<file path="src/rtl/lif_neuron_nch_pkg.sv">
// -----------------------------------------------------------------------------
// lif_pkg
// Shared definitions for the N-channel leaky integrate-and-fire neuron:
//   - lif_state_e : FSM state encoding (INIT=0, RUN=1, REFR=2), also the
//                   encoding presented on state_out
//   - LEAK_SUB / LEAK_PROP : leak_mode encodings
//   - lif_sum_w() : width of the weighted synaptic sum that cannot overflow
// No ports (package).
// -----------------------------------------------------------------------------
package lif_pkg;

  typedef enum logic [1:0] {
    ST_INIT = 2'd0,
    ST_RUN  = 2'd1,
    ST_REFR = 2'd2
  } lif_state_e;

  localparam logic LEAK_SUB  = 1'b0;
  localparam logic LEAK_PROP = 1'b1;

  // Each product is below 2^(in_w+w_w); n_ch of them sum below
  // 2^(in_w+w_w+clog2(n_ch)), so the sum never truncates.
  function automatic int lif_sum_w(input int n_ch, input int in_w, input int w_w);
    return in_w + w_w + $clog2(n_ch);
  endfunction

endpackage

</file>
<file path="src/rtl/lif_neuron_nch_if.sv">
// -----------------------------------------------------------------------------
// lif_neuron_nch_if
// Bundles the loader-side configuration/stimulus and the neuron outputs.
// Optional feature macro: SPIKE_CNT_EN (adds spike_count).
//   enable, params_ready          : advance qualifiers
//   chan_in, weight_in            : packed per-channel samples / weights
//   leak_mode, leak_config        : leak shape and rate
//   refr_period                   : refractory length in advance cycles
//   threshold_min, threshold_max  : adaptive threshold floor / ceiling
//   spike_out, v_mem_out,
//   threshold_out, state_out      : neuron outputs
//   spike_count (SPIKE_CNT_EN)    : saturating spike counter
// Modports: master drives the inputs, slave is the neuron.
// -----------------------------------------------------------------------------
interface lif_neuron_nch_if #(
  parameter int N_CH   = 4,
  parameter int IN_W   = 3,
  parameter int W_W    = 3,
  parameter int V_W    = 8,
  parameter int REFR_W = 4
);
  logic                   enable;
  logic                   params_ready;
  logic [N_CH*IN_W-1:0]   chan_in;
  logic [N_CH*W_W-1:0]    weight_in;
  logic                   leak_mode;
  logic [1:0]             leak_config;
  logic [REFR_W-1:0]      refr_period;
  logic [V_W-1:0]         threshold_min;
  logic [V_W-1:0]         threshold_max;
  logic                   spike_out;
  logic [V_W-1:0]         v_mem_out;
  logic [V_W-1:0]         threshold_out;
  logic [1:0]             state_out;
`ifdef SPIKE_CNT_EN
  logic [15:0]            spike_count;
`endif

  modport master (
    output enable, params_ready, chan_in, weight_in, leak_mode, leak_config,
           refr_period, threshold_min, threshold_max,
    input  spike_out, v_mem_out, threshold_out, state_out
`ifdef SPIKE_CNT_EN
         , spike_count
`endif
  );

  modport slave (
    input  enable, params_ready, chan_in, weight_in, leak_mode, leak_config,
           refr_period, threshold_min, threshold_max,
    output spike_out, v_mem_out, threshold_out, state_out
`ifdef SPIKE_CNT_EN
         , spike_count
`endif
  );

endinterface

</file>
<file path="src/rtl/lif_neuron_nch_syn_sum.sv">
// -----------------------------------------------------------------------------
// lif_syn_sum
// Combinational depression-adjusted weighted sum over N_CH channels:
//   sum = sum_i chan[i] * max(weight[i] - dep[i], 0)
// Ports:
//   chan_i   : packed channel samples, channel i at [i*IN_W +: IN_W]
//   weight_i : packed weights, channel i at [i*W_W +: W_W]
//   dep_i    : packed depression values, same packing as weight_i
//   sum_o    : full-precision weighted sum (SUM_W bits)
// -----------------------------------------------------------------------------
module lif_syn_sum
  import lif_pkg::*;
#(
  parameter int N_CH  = 4,
  parameter int IN_W  = 3,
  parameter int W_W   = 3,
  parameter int SUM_W = lif_sum_w(N_CH, IN_W, W_W)
) (
  input  logic [N_CH*IN_W-1:0] chan_i,
  input  logic [N_CH*W_W-1:0]  weight_i,
  input  logic [N_CH*W_W-1:0]  dep_i,
  output logic [SUM_W-1:0]     sum_o
);

  logic [W_W-1:0]   eff_w [N_CH];
  logic [SUM_W-1:0] prod  [N_CH];

  for (genvar g = 0; g < N_CH; g++) begin : g_ch
    logic [IN_W-1:0] c_g;
    logic [W_W-1:0]  w_g;
    logic [W_W-1:0]  d_g;

    assign c_g      = chan_i[g*IN_W +: IN_W];
    assign w_g      = weight_i[g*W_W +: W_W];
    assign d_g      = dep_i[g*W_W +: W_W];
    // Depression can exceed the weight; the effective weight floors at zero.
    assign eff_w[g] = (w_g > d_g) ? (w_g - d_g) : '0;
    assign prod[g]  = SUM_W'(c_g) * SUM_W'(eff_w[g]);
  end

  always_comb begin
    sum_o = '0;
    for (int i = 0; i < N_CH; i++) begin
      sum_o = sum_o + prod[i];
    end
  end

endmodule

</file>
<file path="src/rtl/lif_neuron_nch.sv">
// -----------------------------------------------------------------------------
// lif_neuron_nch
// N-channel leaky integrate-and-fire neuron with adaptive threshold, synaptic
// depression, selectable subtractive/proportional leak and a programmable
// refractory period, sequenced by an INIT -> RUN <-> REFR FSM.
// Optional feature macro: SPIKE_CNT_EN (saturating 16-bit spike counter on
// bus.spike_count).
// Ports:
//   clk   : system clock
//   reset : asynchronous active-high reset
//   bus   : lif_neuron_nch_if.slave (config/stimulus in, spike/state out)
// -----------------------------------------------------------------------------
module lif_neuron_nch
  import lif_pkg::*;
#(
  parameter int N_CH     = 4,
  parameter int IN_W     = 3,
  parameter int W_W      = 3,
  parameter int V_W      = 8,
  parameter int REFR_W   = 4,
  parameter int THR_UP   = 4,
  parameter int THR_DN   = 1,
  parameter int DEP_STEP = 3
) (
  input  logic            clk,
  input  logic            reset,
  lif_neuron_nch_if.slave bus
);

  localparam int SUM_W  = lif_sum_w(N_CH, IN_W, W_W);
  // Two spare bits give headroom for v + sum overflow and the sign of v - leak.
  localparam int CALC_W = ((SUM_W > V_W) ? SUM_W : V_W) + 2;
  localparam int W_MAX  = (1 << W_W) - 1;
  localparam logic [W_W-1:0] DEP_LD = W_W'((DEP_STEP > W_MAX) ? W_MAX : DEP_STEP);
  localparam logic signed [CALC_W-1:0] V_MAX_S =
    $signed({{(CALC_W-V_W){1'b0}}, {V_W{1'b1}}});

  // Clamp a signed membrane candidate into [0, 2^V_W-1].
  function automatic logic [V_W-1:0] sat_v(input logic signed [CALC_W-1:0] x);
    if (x < 0)       return '0;
    if (x > V_MAX_S) return '1;
    return x[V_W-1:0];
  endfunction

  // min(t + THR_UP, ceil), evaluated one bit wider so it cannot wrap.
  function automatic logic [V_W-1:0] thr_inc(input logic [V_W-1:0] t,
                                             input logic [V_W-1:0] ceil);
    logic [V_W:0] s;
    s = {1'b0, t} + (V_W+1)'(THR_UP);
    return (s > {1'b0, ceil}) ? ceil : s[V_W-1:0];
  endfunction

  // max(t - THR_DN, floor) without wrap: compare against floor + THR_DN.
  function automatic logic [V_W-1:0] thr_dec(input logic [V_W-1:0] t,
                                             input logic [V_W-1:0] floor);
    logic [V_W:0] lim;
    lim = {1'b0, floor} + (V_W+1)'(THR_DN);
    return ({1'b0, t} < lim) ? floor : (t - V_W'(THR_DN));
  endfunction

  // Subtractive: leak_config+1. Proportional: max(1, v >> (leak_config+1)).
  function automatic logic [V_W-1:0] leak_amt(input logic mode,
                                              input logic [1:0] cfg,
                                              input logic [V_W-1:0] v);
    logic [2:0]     shamt;
    logic [V_W-1:0] prop;
    shamt = {1'b0, cfg} + 3'd1;
    prop  = v >> shamt;
    if (mode == LEAK_SUB) return V_W'(shamt);
    return (prop == '0) ? V_W'(1) : prop;
  endfunction

  lif_state_e            state_q, state_d;
  logic [V_W-1:0]        v_q, v_d;
  logic [V_W-1:0]        thr_q, thr_d;
  logic [REFR_W-1:0]     refr_q, refr_d;
  logic [N_CH*W_W-1:0]   dep_q, dep_d;
  logic                  spike_q, spike_d;
`ifdef SPIKE_CNT_EN
  logic [15:0]           cnt_q, cnt_d;
`endif

  logic                      adv;
  logic [SUM_W-1:0]          syn_sum;
  logic [V_W-1:0]            leak_v;
  logic [V_W-1:0]            thr_ceil;
  logic signed [CALC_W-1:0]  run_raw;
  logic signed [CALC_W-1:0]  refr_raw;
  logic [V_W-1:0]            run_v;
  logic [V_W-1:0]            refr_v;
  logic                      fire;

  lif_syn_sum #(
    .N_CH  (N_CH),
    .IN_W  (IN_W),
    .W_W   (W_W),
    .SUM_W (SUM_W)
  ) u_syn_sum (
    .chan_i   (bus.chan_in),
    .weight_i (bus.weight_in),
    .dep_i    (dep_q),
    .sum_o    (syn_sum)
  );

  assign adv      = bus.enable & bus.params_ready;
  assign leak_v   = leak_amt(bus.leak_mode, bus.leak_config, v_q);
  // A misordered min/max pair must not pull the ceiling below the floor.
  assign thr_ceil = (bus.threshold_max > bus.threshold_min) ? bus.threshold_max
                                                            : bus.threshold_min;
  assign run_raw  = $signed(CALC_W'(v_q)) + $signed(CALC_W'(syn_sum))
                  - $signed(CALC_W'(leak_v));
  assign refr_raw = $signed(CALC_W'(v_q)) - $signed(CALC_W'(leak_v));
  assign run_v    = sat_v(run_raw);
  assign refr_v   = sat_v(refr_raw);
  // Compared after clamping, so an overflowing sum still fires.
  assign fire     = (run_v >= thr_q);

  always_comb begin
    state_d = state_q;
    v_d     = v_q;
    thr_d   = thr_q;
    refr_d  = refr_q;
    dep_d   = dep_q;
    spike_d = 1'b0;
`ifdef SPIKE_CNT_EN
    cnt_d   = cnt_q;
`endif
    if (adv) begin
      case (state_q)
        ST_INIT: begin
          thr_d   = bus.threshold_min;
          state_d = ST_RUN;
        end
        ST_RUN: begin
          if (fire) begin
            spike_d = 1'b1;
            v_d     = '0;
            thr_d   = thr_inc(thr_q, thr_ceil);
            dep_d   = {N_CH{DEP_LD}};
`ifdef SPIKE_CNT_EN
            if (cnt_q != 16'hFFFF) cnt_d = cnt_q + 16'd1;
`endif
            if (bus.refr_period != '0) begin
              refr_d  = bus.refr_period;
              state_d = ST_REFR;
            end
          end else begin
            v_d   = run_v;
            thr_d = thr_dec(thr_q, bus.threshold_min);
            for (int i = 0; i < N_CH; i++) begin
              if (dep_q[i*W_W +: W_W] != '0)
                dep_d[i*W_W +: W_W] = dep_q[i*W_W +: W_W] - W_W'(1);
            end
          end
        end
        ST_REFR: begin
          v_d    = refr_v;
          refr_d = refr_q - REFR_W'(1);
          // Leaving on the count of 1 makes REFR last exactly refr_period cycles.
          if (refr_q <= REFR_W'(1)) state_d = ST_RUN;
        end
        default: state_d = ST_INIT;
      endcase
    end
  end

  always_ff @(posedge clk or posedge reset) begin
    if (reset) begin
      state_q <= ST_INIT;
      v_q     <= '0;
      thr_q   <= '0;
      refr_q  <= '0;
      dep_q   <= '0;
      spike_q <= 1'b0;
`ifdef SPIKE_CNT_EN
      cnt_q   <= '0;
`endif
    end else begin
      state_q <= state_d;
      v_q     <= v_d;
      thr_q   <= thr_d;
      refr_q  <= refr_d;
      dep_q   <= dep_d;
      spike_q <= spike_d;
`ifdef SPIKE_CNT_EN
      cnt_q   <= cnt_d;
`endif
    end
  end

  assign bus.spike_out     = spike_q;
  assign bus.v_mem_out     = v_q;
  assign bus.threshold_out = thr_q;
  assign bus.state_out     = state_q;
`ifdef SPIKE_CNT_EN
  assign bus.spike_count   = cnt_q;
`endif

endmodule

</file>
<file path="src/flat_wrapper.sv">
// flat-port wrapper written by rule: the top's interface ports become plain ports
module lif_neuron_nch_flat import lif_pkg::*;
#(
  parameter int N_CH     = 4,
  parameter int IN_W     = 3,
  parameter int W_W      = 3,
  parameter int V_W      = 8,
  parameter int REFR_W   = 4,
  parameter int THR_UP   = 4,
  parameter int THR_DN   = 1,
  parameter int DEP_STEP = 3
)
  (clk, reset, bus_enable, bus_params_ready, bus_chan_in, bus_weight_in, bus_leak_mode, bus_leak_config, bus_refr_period, bus_threshold_min, bus_threshold_max, bus_spike_out, bus_v_mem_out, bus_threshold_out, bus_state_out);
  lif_neuron_nch_if #(.N_CH(N_CH), .IN_W(IN_W), .W_W(W_W), .V_W(V_W), .REFR_W(REFR_W)) bus_i ();
  input  logic clk;
  input  logic reset;
  input wire logic [$bits(bus_i.enable)-1:0] bus_enable;
  input wire logic [$bits(bus_i.params_ready)-1:0] bus_params_ready;
  input wire logic [$bits(bus_i.chan_in)-1:0] bus_chan_in;
  input wire logic [$bits(bus_i.weight_in)-1:0] bus_weight_in;
  input wire logic [$bits(bus_i.leak_mode)-1:0] bus_leak_mode;
  input wire logic [$bits(bus_i.leak_config)-1:0] bus_leak_config;
  input wire logic [$bits(bus_i.refr_period)-1:0] bus_refr_period;
  input wire logic [$bits(bus_i.threshold_min)-1:0] bus_threshold_min;
  input wire logic [$bits(bus_i.threshold_max)-1:0] bus_threshold_max;
  output wire logic [$bits(bus_i.spike_out)-1:0] bus_spike_out;
  output wire logic [$bits(bus_i.v_mem_out)-1:0] bus_v_mem_out;
  output wire logic [$bits(bus_i.threshold_out)-1:0] bus_threshold_out;
  output wire logic [$bits(bus_i.state_out)-1:0] bus_state_out;
  assign bus_i.enable = bus_enable;
  assign bus_i.params_ready = bus_params_ready;
  assign bus_i.chan_in = bus_chan_in;
  assign bus_i.weight_in = bus_weight_in;
  assign bus_i.leak_mode = bus_leak_mode;
  assign bus_i.leak_config = bus_leak_config;
  assign bus_i.refr_period = bus_refr_period;
  assign bus_i.threshold_min = bus_threshold_min;
  assign bus_i.threshold_max = bus_threshold_max;
  assign bus_spike_out = bus_i.spike_out;
  assign bus_v_mem_out = bus_i.v_mem_out;
  assign bus_threshold_out = bus_i.threshold_out;
  assign bus_state_out = bus_i.state_out;
  lif_neuron_nch #(.N_CH(N_CH), .IN_W(IN_W), .W_W(W_W), .V_W(V_W), .REFR_W(REFR_W), .THR_UP(THR_UP), .THR_DN(THR_DN), .DEP_STEP(DEP_STEP)) u_core (.clk(clk), .reset(reset), .bus(bus_i));
endmodule
</file>
<file path="config.mk">
export PLATFORM = sky130hd
export DESIGN_NAME = lif_neuron_nch_flat
export DESIGN_NICKNAME = d
export VERILOG_FILES = /design/src/rtl/lif_neuron_nch_pkg.sv /design/src/rtl/lif_neuron_nch_if.sv /design/src/rtl/lif_neuron_nch_syn_sum.sv /design/src/rtl/lif_neuron_nch.sv /design/src/flat_wrapper.sv
export SDC_FILE = /design/constraint.sdc
export NUM_CORES = 1
export LEC_CHECK = 0
export BUFFER_PORTS_ARGS = -buffer_cell sky130_fd_sc_hd__buf_2
export CORE_MARGIN = 3
export CORE_UTILIZATION = 23
export CTS_CLUSTER_SIZE = 10
export DETAILED_ROUTE_END_ITERATION = 10
export GPL_TIMING_DRIVEN = 1
export SYNTH_ARGS = -nofsm -noshare
export SYNTH_HDL_FRONTEND = slang
export SYNTH_SLANG_ARGS = --single-unit
</file>
<file path="constraint.sdc">
create_clock -name clk -period 11.94 [get_ports clk]
set_input_delay 0.597 -clock clk [delete_from_list [all_inputs] [get_ports clk]]
set_output_delay 0.597 -clock clk [all_outputs]
set_load 0.05 [all_outputs]
</file>
==> impl_results.md <==
* Num ports at 70
* Initial antenna violation count at 0
* Status: finished, final reports clean
* Clock Tree Buf Depth at 2
* Rows at 57
* Nets at approximately 940
* Die W at 165 µm
* Clock-pin slew on the worst setup and hold paths at 0.06 ns
* Die area at 27200 µm²
* CTS sink cnt at 35
* Number of antenna-violating nets in the routed design at 0
* First-pass GRT wire length at 24.5 mm
* Post-DP HPWL at between 10 and 15 mm
* Leading area contributor after synthesis: ha_1
* Final hold vios at 0
* Share of post-route cells with drive strength above 1 at around an eighth
* Most used cell, CP: fa_1
* Final setup viols at 0
* Synthesized instance count at 678
* Routed WL at 14.8 mm
* Async set-reset flop share out of synthesis at 100%
* Postcts setup bufs at 0
* Post-Syn Nets at 870
* Fillers at approximately 2700
* Synth Register Bits at 35
* PortBufs at 69
* Final worst path period share at 72.0%
* Maximum number of pins on one net before global-route repair at 36
* Pre-Repair DR Iteration Count at 5
* Clock skew at between 0.009 and 0.01 ns
* Num CTS Buffers at 5
* Hold WC Path Type: input pin to asynchronous set/reset pin
* CTS resizes at 0
* Vias in the first global route at 4869
* Top cells by area, synth: ha_1, dfrtp_1, fa_1
* Ys Warns at 0
* Count leader, synth: inv_1
* Crit path DAT at 8.83 ns
* Fin crit period at ~8.6 ns
* Multi-input gate area at 4450 µm²
* Crit-path slowest cell: fa_1
* GR Util All Layers at 11.1%
* Root Buffer: clkbuf_16
* Crit Path Category: flop to flop
* Core area at 24500 µm²
* Remaining DRCs at 0
* Crit path largest cell delay at 0.54 ns
* Worst-Margin Slew at 0.797 ns
* Setup TNS at 0 ns
* Flop2flop setup slack at 3.34 ns
* Sequential area share after synthesis at 15.1%
* RSZ-0062 raised after global routing: no
* Grt total ovfl at 0
* Post-CTS Hold Buffers at 0
* Worst slew margin at 46.7%
* Max-slew violations at 0
* FMAX at ~120 MHz
* CTS tree: done
* CP startpoint kind: flop
* Primary FF master, synth: dfrtp_1
* Routed length per placed instance at 13.8 µm
* Share of the synthesized area in the top cell type at 21.4%
* Initial core utilization at approximately a quarter
* H-Tree Depth at 2
* Post-synth top cells: inv_1, ha_1, nor2_1
* Storage element area at 876 µm²
* Max FO, Critical Path at 11
* Vias at 5059
* Synth unique cells at 62
* Number of enable flip-flop cells after synthesis at 0
* Synth-to-layout area growth at 14.9%
* Initial drt markers at ~260
* Syn_area_per_cell at 8.55 µm²
* Die height at 165 µm
* Gpl congestion at 0.837
* Skew-Pair Late Insertion Delay at between 0.2 and 0.3 ns
* Diode count at 0
* Vias/cell at between 4 and 5
* Syn Std Cell Area at 5800 µm²
* CP endpoint kind: flop
* WP data required at ~12 ns
* Max cap viols at 0
-- layer usage --
metal / share of wire, % / GRT usage (%) / vias to the layer above
met2: 47 / 18.3 / 110
met4: 1.3 / 2.59 / 0
met3: 3.7 / 1.28 / 16
met1: 48 / 15.6 / 2425
met5: 0 / 0 / -
li1: - / - / 2508
-- layout by cell type (no fill, tap or decap), types with 4 or more instances in the layout --
cell type  netlist  routed
xor2_1           9       9
a21o_1           5       5
a21oi_1         35      35
nor2b_1          8       8
a22oi_1          5       5
nand2b_1         6       6
nand3_1         23      23
fa_1            42      42
xnor2_1         13      13
o21ai_0         32      32
nor3_1           8       8
o211ai_1         6       6
o221ai_1         6       6
clkbuf_16        0       5
buf_2            3      69
o32a_1           5       5
ha_1            99      99
inv_1          111     111
nand4_1          7       7
nand2_1         37      37
and3_1          18      18
dfrtp_1         35      35
o32ai_1          7       7
mux2i_1         13      13
a211oi_1         6       6
o21a_1           6       6
nor2_1          50      50
o22ai_1          5       5
a221o_1          4       4
and2_1          15      15
a31oi_1          6       6
-- state kept, by name, indices dropped and copies added, names as in the netlist --
| name | flops |
|---|---|
| u_core.dep_q | 12 |
| u_core.bus.threshold_out | 8 |
| u_core.bus.v_mem_out | 8 |
| u_core.refr_q | 4 |
| u_core.bus.state_out | 2 |
| u_core.bus.spike_out | 1 |
-- logic make-up (layout without fill, tap and decap cells) --
kind of cell	after synthesis	count (layout)	synth area share, %
simple gates	183	183	15.6
compound gates	157	157	18.9
fa+ha+maj	141	141	35.9
buf+inv	123	189	8.09
flops	35	35	15.1
xor+xnor	23	23	3.60
mux	16	16	2.83
-- critical path: cells and delay by family (launching register included) --
family	cells	cell delay, ns
xor+xnor	1	0.47
compound gates	12	2.86
simple gates	3	0.39
flops	1	0.34
buf+inv	5	0.37
fa+ha+maj	9	4.10
-- metrics by stage --
| stage | instance area, µm² | util [%] | hold slack [ns] | setup slack [ns] | instances |
|---|---|---|---|---|---|
| after floorplan | 5800 | - | 0.465 | 3.92 | 678 |
| after global placement | 6500 | 26.5 | 0.498 | 3.27 | 1060 |
| after detailed placement | 6500 | 26.5 | 0.512 | 3.15 | 1060 |
| after CTS | 6660 | 27.2 | 0.444 | 3.38 | 1068 |
| after global routing | 6660 | 27.2 | 0.495 | 2.77 | 1068 |
| final | 6660 | 27.2 | 0.424 | 3.34 | 1068 |
-- final timing paths --
path,end,depth (start not counted),start
setup / recovery,u_core.bus.threshold_out[7]$_DFFE_PP0P_,30,u_core.dep_q[10]$_DFFE_PP0P_
hold / removal,u_core.dep_q[7]$_DFFE_PP0P_,3,reset
setup reg to reg,u_core.bus.threshold_out[7]$_DFFE_PP0P_,30,u_core.dep_q[10]$_DFFE_PP0P_
hold reg to reg,u_core.dep_q[6]$_DFFE_PP0P_,1,u_core.dep_q[6]$_DFFE_PP0P_
max in group asynchronous,u_core.bus.threshold_out[5]$_DFFE_PP0P_,3,reset
min in group clk,u_core.dep_q[6]$_DFFE_PP0P_,1,u_core.dep_q[6]$_DFFE_PP0P_
-- layout make-up --
| type | count | share of cell area [%] |
|---|---|---|
| inverter | 111 | 6.25 |
| tap | 324 | 6.08 |
| sequential | 35 | 13.1 |
| clock inverter | 1 | 0.113 |
| timing repair buffer | 70 | 5.29 |
| clock buffer | 7 | 2.29 |
| multi-input combinational | 520 | 66.8 |
Power is not shown: default switching activity piles up to over one toggle a cycle in this logic, so the estimate is an artifact.
